## config.mk

```make
export PLATFORM = sky130hd
export DESIGN_NAME = wb_uart_channel_mux
export DESIGN_NICKNAME = d
export VERILOG_FILES = /design/src/rtl/wb_uart_pkg.sv /design/src/rtl/wb_uart_ack_timer.sv /design/src/rtl/wb_uart_channel_mux.sv
export SDC_FILE = /design/constraint.sdc
export NUM_CORES = 1
export LEC_CHECK = 0
export ABC_AREA = 1
export BUFFER_PORTS_ARGS = -buffer_cell sky130_fd_sc_hd__buf_2
export CAP_MARGIN = 0
export CELL_PAD_IN_SITES_DETAIL_PLACEMENT = 0
export CELL_PAD_IN_SITES_GLOBAL_PLACEMENT = 1
export CORE_MARGIN = 2
export CORE_UTILIZATION = 25
export DETAILED_ROUTE_END_ITERATION = 10
export PLACE_DENSITY_LB_ADDON = 0.12
export RECOVER_POWER = 25
export SLEW_MARGIN = 20
export SYNTH_ARGS = -nofsm -noshare
export SYNTH_HDL_FRONTEND = slang
export SYNTH_SLANG_ARGS = --single-unit
```

## constraint.sdc

```tcl
create_clock -name wb_clk_i -period 1.9 [get_ports wb_clk_i]
set_input_delay 0.38 -clock wb_clk_i [delete_from_list [all_inputs] [get_ports wb_clk_i]]
set_output_delay 0.38 -clock wb_clk_i [all_outputs]
set_load 0.01 [all_outputs]
```

## src/rtl/wb_uart_pkg.sv

```systemverilog
// Shared definitions for the Wishbone UART channel mux: FSM encoding,
// local register offsets and the channel-index width helper.
package wb_uart_pkg;

  localparam logic [1:0] ST_IDLE   = 2'd0;
  localparam logic [1:0] ST_ACCESS = 2'd1;
  localparam logic [1:0] ST_RESP   = 2'd2;

  localparam logic [1:0] REG_INT_PEND  = 2'd0;
  localparam logic [1:0] REG_INT_MASK  = 2'd1;
  localparam logic [1:0] REG_TO_STATUS = 2'd2;

  // One extra index value is reserved for the local register block.
  function automatic int unsigned idx_width(input int unsigned num_channels);
    return $clog2(num_channels + 1);
  endfunction

endpackage

```

## src/rtl/wb_uart_ack_timer.sv

```systemverilog
// Ack-wait counter: cleared on request, counts while enabled, flags when
// LIMIT-1 is reached and holds there.
module wb_uart_ack_timer #(
  parameter int unsigned LIMIT = 255
) (
  input  logic clk_i,
  input  logic rst_i,
  input  logic clr_i,
  input  logic en_i,
  output logic expired_o
);

  localparam int unsigned CW = $clog2(LIMIT);

  logic [CW-1:0] count_q, count_d;

  assign expired_o = (count_q == CW'(LIMIT - 1));

  always_comb begin
    count_d = count_q;
    if (clr_i) begin
      count_d = '0;
    end else if (en_i && !expired_o) begin
      count_d = count_q + CW'(1);
    end
  end

  always_ff @(posedge clk_i) begin
    if (rst_i) begin
      count_q <= '0;
    end else begin
      count_q <= count_d;
    end
  end

endmodule

```

## src/rtl/wb_uart_channel_mux.sv

```systemverilog
// Wishbone slave front-end for an N-channel UART cluster: channel decode,
// response mux, ack timeout, interrupt mask/status and aggregate irq.
module wb_uart_channel_mux
  import wb_uart_pkg::*;
#(
  parameter int unsigned NUM_CHANNELS = 4,
  parameter int unsigned DATA_WIDTH   = 32,
  parameter int unsigned ADDR_WIDTH   = 32,
  parameter int unsigned CHAN_SEL_LSB = 5,
  parameter int unsigned ACK_TIMEOUT  = 255
) (
  input  logic                               wb_clk_i,
  input  logic                               wb_rst_i,
  input  logic [ADDR_WIDTH-1:0]              wb_adr_i,
  input  logic [DATA_WIDTH-1:0]              wb_dat_i,
  output logic [DATA_WIDTH-1:0]              wb_dat_o,
  input  logic                               wb_we_i,
  input  logic                               wb_stb_i,
  input  logic                               wb_cyc_i,
  input  logic [DATA_WIDTH/8-1:0]            wb_sel_i,
  output logic                               wb_ack_o,
  output logic                               wb_err_o,
  output logic [NUM_CHANNELS-1:0]            ch_stb_o,
  output logic [CHAN_SEL_LSB-1:0]            ch_adr_o,
  output logic [DATA_WIDTH-1:0]              ch_dat_o,
  output logic                               ch_we_o,
  output logic [DATA_WIDTH/8-1:0]            ch_sel_o,
  input  logic [NUM_CHANNELS*DATA_WIDTH-1:0] ch_dat_i,
  input  logic [NUM_CHANNELS-1:0]            ch_ack_i,
  input  logic [NUM_CHANNELS-1:0]            ch_int_i,
  output logic                               irq_o
);

  localparam int unsigned     IDXW      = idx_width(NUM_CHANNELS);
  localparam int unsigned     SELW      = DATA_WIDTH / 8;
  localparam logic [IDXW-1:0] LOCAL_IDX = IDXW'(NUM_CHANNELS);

  logic [1:0]              state_q, state_d;
  logic [NUM_CHANNELS-1:0] ch_stb_q, ch_stb_d;
  logic [CHAN_SEL_LSB-1:0] ch_adr_q, ch_adr_d;
  logic [DATA_WIDTH-1:0]   ch_dat_q, ch_dat_d;
  logic                    ch_we_q, ch_we_d;
  logic [SELW-1:0]         ch_sel_q, ch_sel_d;
  logic [DATA_WIDTH-1:0]   wb_dat_q, wb_dat_d;
  logic                    ack_q, ack_d;
  logic                    err_q, err_d;
  logic [NUM_CHANNELS-1:0] int_mask_q, int_mask_d;
  logic [NUM_CHANNELS-1:0] to_status_q, to_status_d;
  logic                    irq_q, irq_d;

  logic [IDXW-1:0]         idx;
  logic                    ack_hit;
  logic                    expired;
  logic [DATA_WIDTH-1:0]   chan_rdata;
  logic [DATA_WIDTH-1:0]   local_rdata;
  logic [NUM_CHANNELS-1:0] byte_mask;
  logic [NUM_CHANNELS-1:0] to_set;
  logic [NUM_CHANNELS-1:0] to_clr;
  logic                    unused_inputs;

  assign idx           = wb_adr_i[CHAN_SEL_LSB +: IDXW];
  assign unused_inputs = ^{wb_adr_i, wb_dat_i, wb_sel_i};

  // ch_stb_q is one-hot on the selected channel, so it doubles as the
  // ack filter and read-data mux select without indexing by idx.
  assign ack_hit = |(ch_ack_i & ch_stb_q);

  always_comb begin
    chan_rdata = '0;
    for (int unsigned k = 0; k < NUM_CHANNELS; k++) begin
      if (ch_stb_q[k]) begin
        chan_rdata = chan_rdata | ch_dat_i[k*DATA_WIDTH +: DATA_WIDTH];
      end
    end
  end

  always_comb begin
    byte_mask = '0;
    for (int unsigned k = 0; k < NUM_CHANNELS; k++) begin
      byte_mask[k] = wb_sel_i[k/8];
    end
  end

  always_comb begin
    local_rdata = '0;
    case (wb_adr_i[3:2])
      REG_INT_PEND:  local_rdata[NUM_CHANNELS-1:0] = ch_int_i;
      REG_INT_MASK:  local_rdata[NUM_CHANNELS-1:0] = int_mask_q;
      REG_TO_STATUS: local_rdata[NUM_CHANNELS-1:0] = to_status_q;
      default:       local_rdata = '0;
    endcase
  end

  wb_uart_ack_timer #(
    .LIMIT(ACK_TIMEOUT)
  ) u_ack_timer (
    .clk_i    (wb_clk_i),
    .rst_i    (wb_rst_i),
    .clr_i    (state_q == ST_IDLE),
    .en_i     (state_q == ST_ACCESS),
    .expired_o(expired)
  );

  always_comb begin
    state_d    = state_q;
    ch_stb_d   = ch_stb_q;
    ch_adr_d   = ch_adr_q;
    ch_dat_d   = ch_dat_q;
    ch_we_d    = ch_we_q;
    ch_sel_d   = ch_sel_q;
    wb_dat_d   = '0;
    ack_d      = 1'b0;
    err_d      = 1'b0;
    int_mask_d = int_mask_q;
    to_set     = '0;
    to_clr     = '0;

    case (state_q)
      ST_IDLE: begin
        if (wb_cyc_i && wb_stb_i) begin
          ch_adr_d = wb_adr_i[CHAN_SEL_LSB-1:0];
          ch_dat_d = wb_dat_i;
          ch_we_d  = wb_we_i;
          ch_sel_d = wb_sel_i;
          if (idx < LOCAL_IDX) begin
            ch_stb_d = NUM_CHANNELS'(1) << idx;
            state_d  = ST_ACCESS;
          end else if (idx == LOCAL_IDX) begin
            if (wb_we_i) begin
              case (wb_adr_i[3:2])
                REG_INT_MASK:
                  int_mask_d = (int_mask_q & ~byte_mask) |
                               (wb_dat_i[NUM_CHANNELS-1:0] & byte_mask);
                REG_TO_STATUS: to_clr = wb_dat_i[NUM_CHANNELS-1:0] & byte_mask;
                default: ;
              endcase
            end else begin
              wb_dat_d = local_rdata;
            end
            ack_d   = 1'b1;
            state_d = ST_RESP;
          end else begin
            err_d   = 1'b1;
            state_d = ST_RESP;
          end
        end
      end
      ST_ACCESS: begin
        if (!wb_cyc_i) begin
          ch_stb_d = '0;
          state_d  = ST_IDLE;
        end else if (ack_hit) begin
          wb_dat_d = ch_we_q ? '0 : chan_rdata;
          ack_d    = 1'b1;
          ch_stb_d = '0;
          state_d  = ST_RESP;
        end else if (expired) begin
          to_set   = ch_stb_q;
          err_d    = 1'b1;
          ch_stb_d = '0;
          state_d  = ST_RESP;
        end
      end
      default: state_d = ST_IDLE;
    endcase

    // Set wins over a simultaneous write-1-to-clear of the same bit.
    to_status_d = (to_status_q & ~to_clr) | to_set;
    irq_d       = (|(ch_int_i & int_mask_q)) | (|to_status_q);
  end

  always_ff @(posedge wb_clk_i) begin
    if (wb_rst_i) begin
      state_q     <= ST_IDLE;
      ch_stb_q    <= '0;
      ch_adr_q    <= '0;
      ch_dat_q    <= '0;
      ch_we_q     <= 1'b0;
      ch_sel_q    <= '0;
      wb_dat_q    <= '0;
      ack_q       <= 1'b0;
      err_q       <= 1'b0;
      int_mask_q  <= '0;
      to_status_q <= '0;
      irq_q       <= 1'b0;
    end else begin
      state_q     <= state_d;
      ch_stb_q    <= ch_stb_d;
      ch_adr_q    <= ch_adr_d;
      ch_dat_q    <= ch_dat_d;
      ch_we_q     <= ch_we_d;
      ch_sel_q    <= ch_sel_d;
      wb_dat_q    <= wb_dat_d;
      ack_q       <= ack_d;
      err_q       <= err_d;
      int_mask_q  <= int_mask_d;
      to_status_q <= to_status_d;
      irq_q       <= irq_d;
    end
  end

  assign wb_dat_o = wb_dat_q;
  assign wb_ack_o = ack_q;
  assign wb_err_o = err_q;
  assign ch_stb_o = ch_stb_q;
  assign ch_adr_o = ch_adr_q;
  assign ch_dat_o = ch_dat_q;
  assign ch_we_o  = ch_we_q;
  assign ch_sel_o = ch_sel_q;
  assign irq_o    = irq_q;

endmodule

```

Word-level counts from Yosys, hierarchy flattened
Cells that the tools add are included.
Storage, ports and cells
  flip-flop bits (word level): 99
  input port bits: 209
  logic and storage cells: 100
Cells by class
  add/subtract/negate cells: 1
  magnitude comparators: 1
  equality and inequality tests: 8
  shift operators: 1
  multiplexer cells: 48
  bitwise operators: 14
  reduce and logical (&&, ||, !) cells: 14
Operators by type and width (number)
  32-bit 2-to-1 mux: 7
  32-bit bitwise OR: 3
  4-bit 2-to-1 mux: 19
  32-bit one-hot mux with 2 select lines: 1
  4-bit AND: 5
  4-bit one-hot mux with 3 select lines: 1
  4-bit OR reduction: 3
  1-bit 2-to-1 mux: 11
  2-bit 2-to-1 mux: 5
  8-bit by 1-bit adder with 8-bit output, second input constant: 1
  8-bit equality test, second input constant: 1
  4-bit NOT: 2
  4-bit bitwise OR: 2
  4-bit one-hot mux with 2 select lines: 1
  6-bit AND reduction: 1
  2-bit by 1-bit equality test with 1-bit output, second input constant: 2
  2-bit logical NOT: 2
  2-bit != test, second input constant: 2
  4-bit != test, second input constant: 1
  1-bit one-hot mux with 2 select lines: 2
  2-bit one-hot mux with 2 select lines: 1
  2-bit AND reduction: 2
  4-bit AND reduction: 1
  1-bit by 3-bit left shift with 4-bit output, first input constant: 1
  9 further kinds: 10

Longest topological paths before layout
  word-level depth: 11
  depth in mapped cells: 10

Modules after synthesis
A second synthesis with hierarchy kept.
Unflattened totals
  cell total of the unflattened synthesis: 678
  area total of the unflattened synthesis: 4583.1 um^2
Modules (own cells, without submodules)
  wb_uart_channel_mux: instances 1, cells an instance 609, area an instance 4105.2 um^2, seq. area each 1821.7 um^2
  wb_uart_ack_timer: instances 1, cells an instance 69, area an instance 478.0 um^2, seq. area each 160.2 um^2

Worst setup path before layout
OpenSTA, ideal clock, no wires.
  path kind: register to register
  start point: register u_ack_timer.count_q[0]
  end point: register u_ack_timer.count_q[6]
  setup time: 0.120 ns
  data arrival time: 1.230 ns
  data required time: 1.780 ns
  setup slack: 0.551 ns
  cell stages (with the launch flop): 11
  buffers on the path: 0
  clock period less this slack: 1.349 ns
  cells stage by stage: dfxtp_1 -> inv_1 -> ha_1 -> nand2_1 -> nor2_1 -> nand2_1 -> nand2_1 -> nor2_1 -> nand2_1 -> nand2_1 -> a21oi_1
Between the ends
  longest elaborated chain between the ends: 3
  elaborated cells on any way between the ends: 4
Ends and longest elaborated chain
  from (decl): RTL line wb_uart_ack_timer.sv:15  | logic [CW-1:0] count_q, count_d;
  from (signal assigned): RTL line wb_uart_ack_timer.sv:32  | count_q <= count_d;
  branches (longest 3 deep; another with 8-bit by 1-bit adder with 8-bit output)
Several ways; the timed one is not identified.
A chain may end at the register's enable or synchronous reset.

Worst setup path in the final report
  start point: register ch_stb_q[1] (netlist: ch_stb_o[1])
  end point: output port ch_stb_o[1]
RTL lines
  from (decl): RTL line wb_uart_channel_mux.sv:39  | logic [NUM_CHANNELS-1:0] ch_stb_q, ch_stb_d;
  from (signal assigned): RTL line wb_uart_channel_mux.sv:188  | ch_stb_q <= ch_stb_d;
  to (decl): RTL line wb_uart_channel_mux.sv:23  | output logic [NUM_CHANNELS-1:0] ch_stb_o,
No word-level cell between the ends.

==> results <==
- In this run, the number of DRC markers left after iteration 0 of detailed routing was 229.
- The kind of end point of the critical path is an output port.
- The filler cells instantiated in the layout total 1954.
- The cell area that synthesis handed to floorplanning was 4481 µm².
- The number of global-route vias before repair is 4884.
- VDD sags by at most 0.4977 mV.
- The row count is between 40 and 50.
- In the final layout, the multi-input gates occupy 2186 µm².
- Setup repair after global routing left no endpoint under its margin.
- The fraction of final layout cells sized beyond drive strength 1 is 0.3124.
- Setup violations remaining at the end of the flow were counted as 0.
- In this run the standard cell core region covers roughly 17000 µm².
- No sink is reached through more buffers than the 2 on the longest clock path.
- After layout, the minimum clock period comes to 1.668 ns.
- Once layout is done, the placed cells without fillers occupy between 6000 and 7000 µm².
- The peak per-stage delay on the critical path is 0.39 ns.
- For the pin with the worst max-slew slack, the measured transition is 0.4539 ns.
- The synthesized netlist net count is about 830.
- Buffers inserted to repair hold after CTS numbered 0.
- In the global route stage, overall resource usage came out at 0.1662.
- In this run the worst path has a maximum fanout of 35.
- The Yosys warning count is 0.
- The number of hold violations in the final report is 0.
- For this configuration, the core starts out at a cell density of 0.2573.
- The async set-or-reset flop fraction in the synthesized netlist is 0.
- Of all cell types, the one taking the most synthesized area is dfxtp_1.
- The post-detailed-route DRC marker count is 0.
- The net count of the finished layout is 1085.
- The flow ran to the end, and the final reports show no timing, DRC or antenna violations.
- The die height is 137.9 µm.
- The slowest stage of the critical path is the buf_4 cell.
- The detail-routed via count per cell is approximately 4.5.
- The max-capacitance violation count is 0.
- The proportion of synthesized chip area in sequential cells is 0.4423.
- The number of cell instances on the worst register-to-register path is 9.
- Timing would allow up to 0.5994 GHz.
- The clock tree skew after final layout is 0.005947 ns.
- After detailed routing, the wire length on met1 is 6.729 mm.
- The kind of critical path is register to output port.
- The post-CTS clock slew at the launch and capture registers of the worst setup and hold paths is 0.07 ns.
- The final global-route overflow total is 0.
- The critical path required time is 1.52 ns.
- The H-tree was split into 3 levels.
- The power per cell area is about 760 nW/µm².
- The final-report max-slew violation count is 0.
- The buffer type at the clock tree root is clkbuf_16.
- The worst hold path terminates at ch_dat_o[25].
- The cell count after synthesis came out at 623.
- Summing over every cut layer, the via total after detailed routing is 4986.
- The synthesized area per cell is 7.192 µm².
- The most common cell in the synthesized netlist is nand2_1.
- The count of buffers inserted at the top-level ports is 265.
- The total inserted antenna cells is 0.
- By area the synthesized netlist is led by dfxtp_1 44%, nand2_1 14%, nor2_1 8.6%.
- The first TritonRoute pass finished after 5 iterations.
- The floorplan step defined a die boundary enclosing 19010 µm².
- For this block, the routed nets add up to 16.34 mm of wire.
- The worst max-slew margin expressed relative to the limit is 0.6974.
- The sort of element at the start of the critical path is a register.
- At the later pin of the worst-skew pair, clock insertion delay measures 0.34 ns.
- Dividing the final minimum period by the clock period gives 0.8781.
- The number of antenna violations at the first check in global routing was 1.
- The share of the synthesized area in the top cell type is 0.4423.
- The reg-to-reg endpoint is u_ack_timer.count_q[6].
- The highest metal layer carrying signal wires in the routed design is met4.
- The clock tree from TritonCTS is built.
- The count of state elements after synthesis is slightly below 100.
- Once placement finished, the instance area stood at 6016 µm².
- Buffers inserted during clock tree synthesis total 9.
- The static leakage is 0.002792 µW.
- The first global-routing pass estimated approximately 24 mm of wire.
- The buffers inserted during post-CTS setup optimization is 0.
- The worst hold path belongs to the class input pin to register.
- The number of placed I/O pins is 290.
- Summed over all nets, wire length on met3 after detailed routing comes to 1.281 mm.
- The number of distinct library cell variants in the gate-level netlist after synthesis is 29.
- Counting flops with a built-in enable in the synthesized netlist gives 0.
- The hold path startpoint is wb_dat_i[25].
- Relative to the synthesized area, the layout overhead comes to 38.76%.
- In the final layout, flip-flops and latches occupy 1982 µm².
- Setup slack on the worst reg-to-reg path comes out at 0.29 ns.
- In the final routed layout, each cell accounts on average for around 15 µm.
- The met2 wirelength from detailed routing is 8.024 mm.
- The number of clock sinks is 99.
- The commonest cells after synthesis are 171 x nand2_1, 103 x nor2_1, 99 x dfxtp_1.
- The kind of cell with the highest combined delay on the critical path is buffers and inverters.
- The final RePlAce weighted congestion is 0.8003.
- The detail route stage leaves a number of antenna-violating nets equal to 0.
- The worst path arrival time is 1.29 ns.
- The maximum number of pins on one net before global-route repair is 49.
- The number of buffers and inverters on the critical path is 2.
- The startpoint identified for the worst register-to-register timing path is u_ack_timer.count_q[0].
- The HPWL after detailed placement is 12.55 mm.
- Measured along the x axis, the die boundary spans 137.9 µm.
- Walking the worst path, the cells encountered are buf_4 -> buf_2.
- The number of cells upsized or downsized after cts is 0.
- The number of cells on the worst hold path is 3.
- The total negative setup slack is 0 ns.
- The most used flip-flop cell after synthesis is dfxtp_1.
==> worst max path at each step <==
stage / cells past startpoint / end / start
after floorplan: 10 / u_ack_timer.count_q[6] / u_ack_timer.count_q[0]
after global placement: 10 / u_ack_timer.count_q[6] / u_ack_timer.count_q[0]
after detailed placement: 8 / wb_dat_o[16] / wb_cyc_i
after CTS: 2 / ch_stb_o[1] / ch_stb_o[1]
after global routing: 6 / register / state_q[1]
final: 2 / ch_stb_o[1] / ch_stb_o[1]
==> worst reg2reg max path: cells and delay by family, from the launching register on <==
kind            cells  cell delay (ns)
compound gates      1             0.14
fa+ha+maj           1             0.20
buf+inv             1             0.10
flops               1             0.39
simple gates        6             0.71
==> state kept, by name (all words and copies together) (netlist names), named ones only <==
name,cells
ch_we_o,1
irq_o,1
wb_ack_o,1
ch_stb_o,4
u_ack_timer.count_q,8
ch_sel_o,4
wb_dat_o,32
ch_dat_o,32
to_status_q,4
state_q,2
ch_adr_o,5
wb_err_o,1
==> where the power goes <==
group	internal [µW]	total [µW]	switching, µW
combinational	358	855	497
sequential	2150	2190	36.2
clock	876	1660	787
==> layout by cell type (no fill, tap or decap) <==
cell type   count
dfxtp_1        99
nor4_1          2
a211oi_1        2
clkbuf_16       9
nand2_1       171
xor2_1          2
nor2_2          2
buf_12          1
o21ai_0        46
inv_1          30
o211ai_1        3
nor2_4          5
clkbuf_1       44
nor3_1         22
buf_2         222
o21ai_1         3
nand2_2         3
a221oi_1       29
nand4_1        10
clkinvlp_4      2
nor2_1        103
a21oi_1        22
nor3_2         10
nand3_2         2
ha_1            2
nand3_1         9
inv_2           4
clkinv_2        1
buf_4          12
inv_6           1
o21a_1          2
nand3b_1        2
==> layer usage <==
metal  track usage  vias to the layer above
li1              -                     2554
met3       0.06031                       22
met1        0.1933                     2239
met4       0.03912                        0
met2        0.2907                      171
met5             0                        -
==> cells by family (layout without fill, tap and decap cells) <==
kind of cell	after synthesis	count (layout)	share of synthesized area
AO/OA/AOI/OAI	107	107	0.1477
XOR/XNOR	2	2	0.003910
adder cells (fa/ha/maj)	2	2	0.005584
buffers and inverters	72	326	0.07093
flip-flops	99	99	0.4423
AND/OR/NAND/NOR	341	341	0.3295
==> stage by stage <==
step	cells	utilization	setup slack [ns]	total power [µW]	hold slack [ns]
after global routing	1102	0.3570	0.07966	4966	0.2847
final	1102	0.3570	0.2315	4707	0.2696
after floorplan	623	-	0.5506	2706	0.4390
after detailed placement	1088	0.3454	0.2890	3104	0.4659
after CTS	1102	0.3602	0.2087	4808	0.2571
after global placement	1088	0.3454	0.3203	3094	0.4569
==> cell type report <==
class                   instances  area share
flip-flops and latches         99      0.3188
clock inverters                 4    0.004629
multi-input cells             452      0.3516
repair buffers                278      0.2224
clock buffers                  10     0.03683
inverters                      34     0.02053
well taps                     225     0.04528
Note: power is estimated with default switching activity, not from simulation.
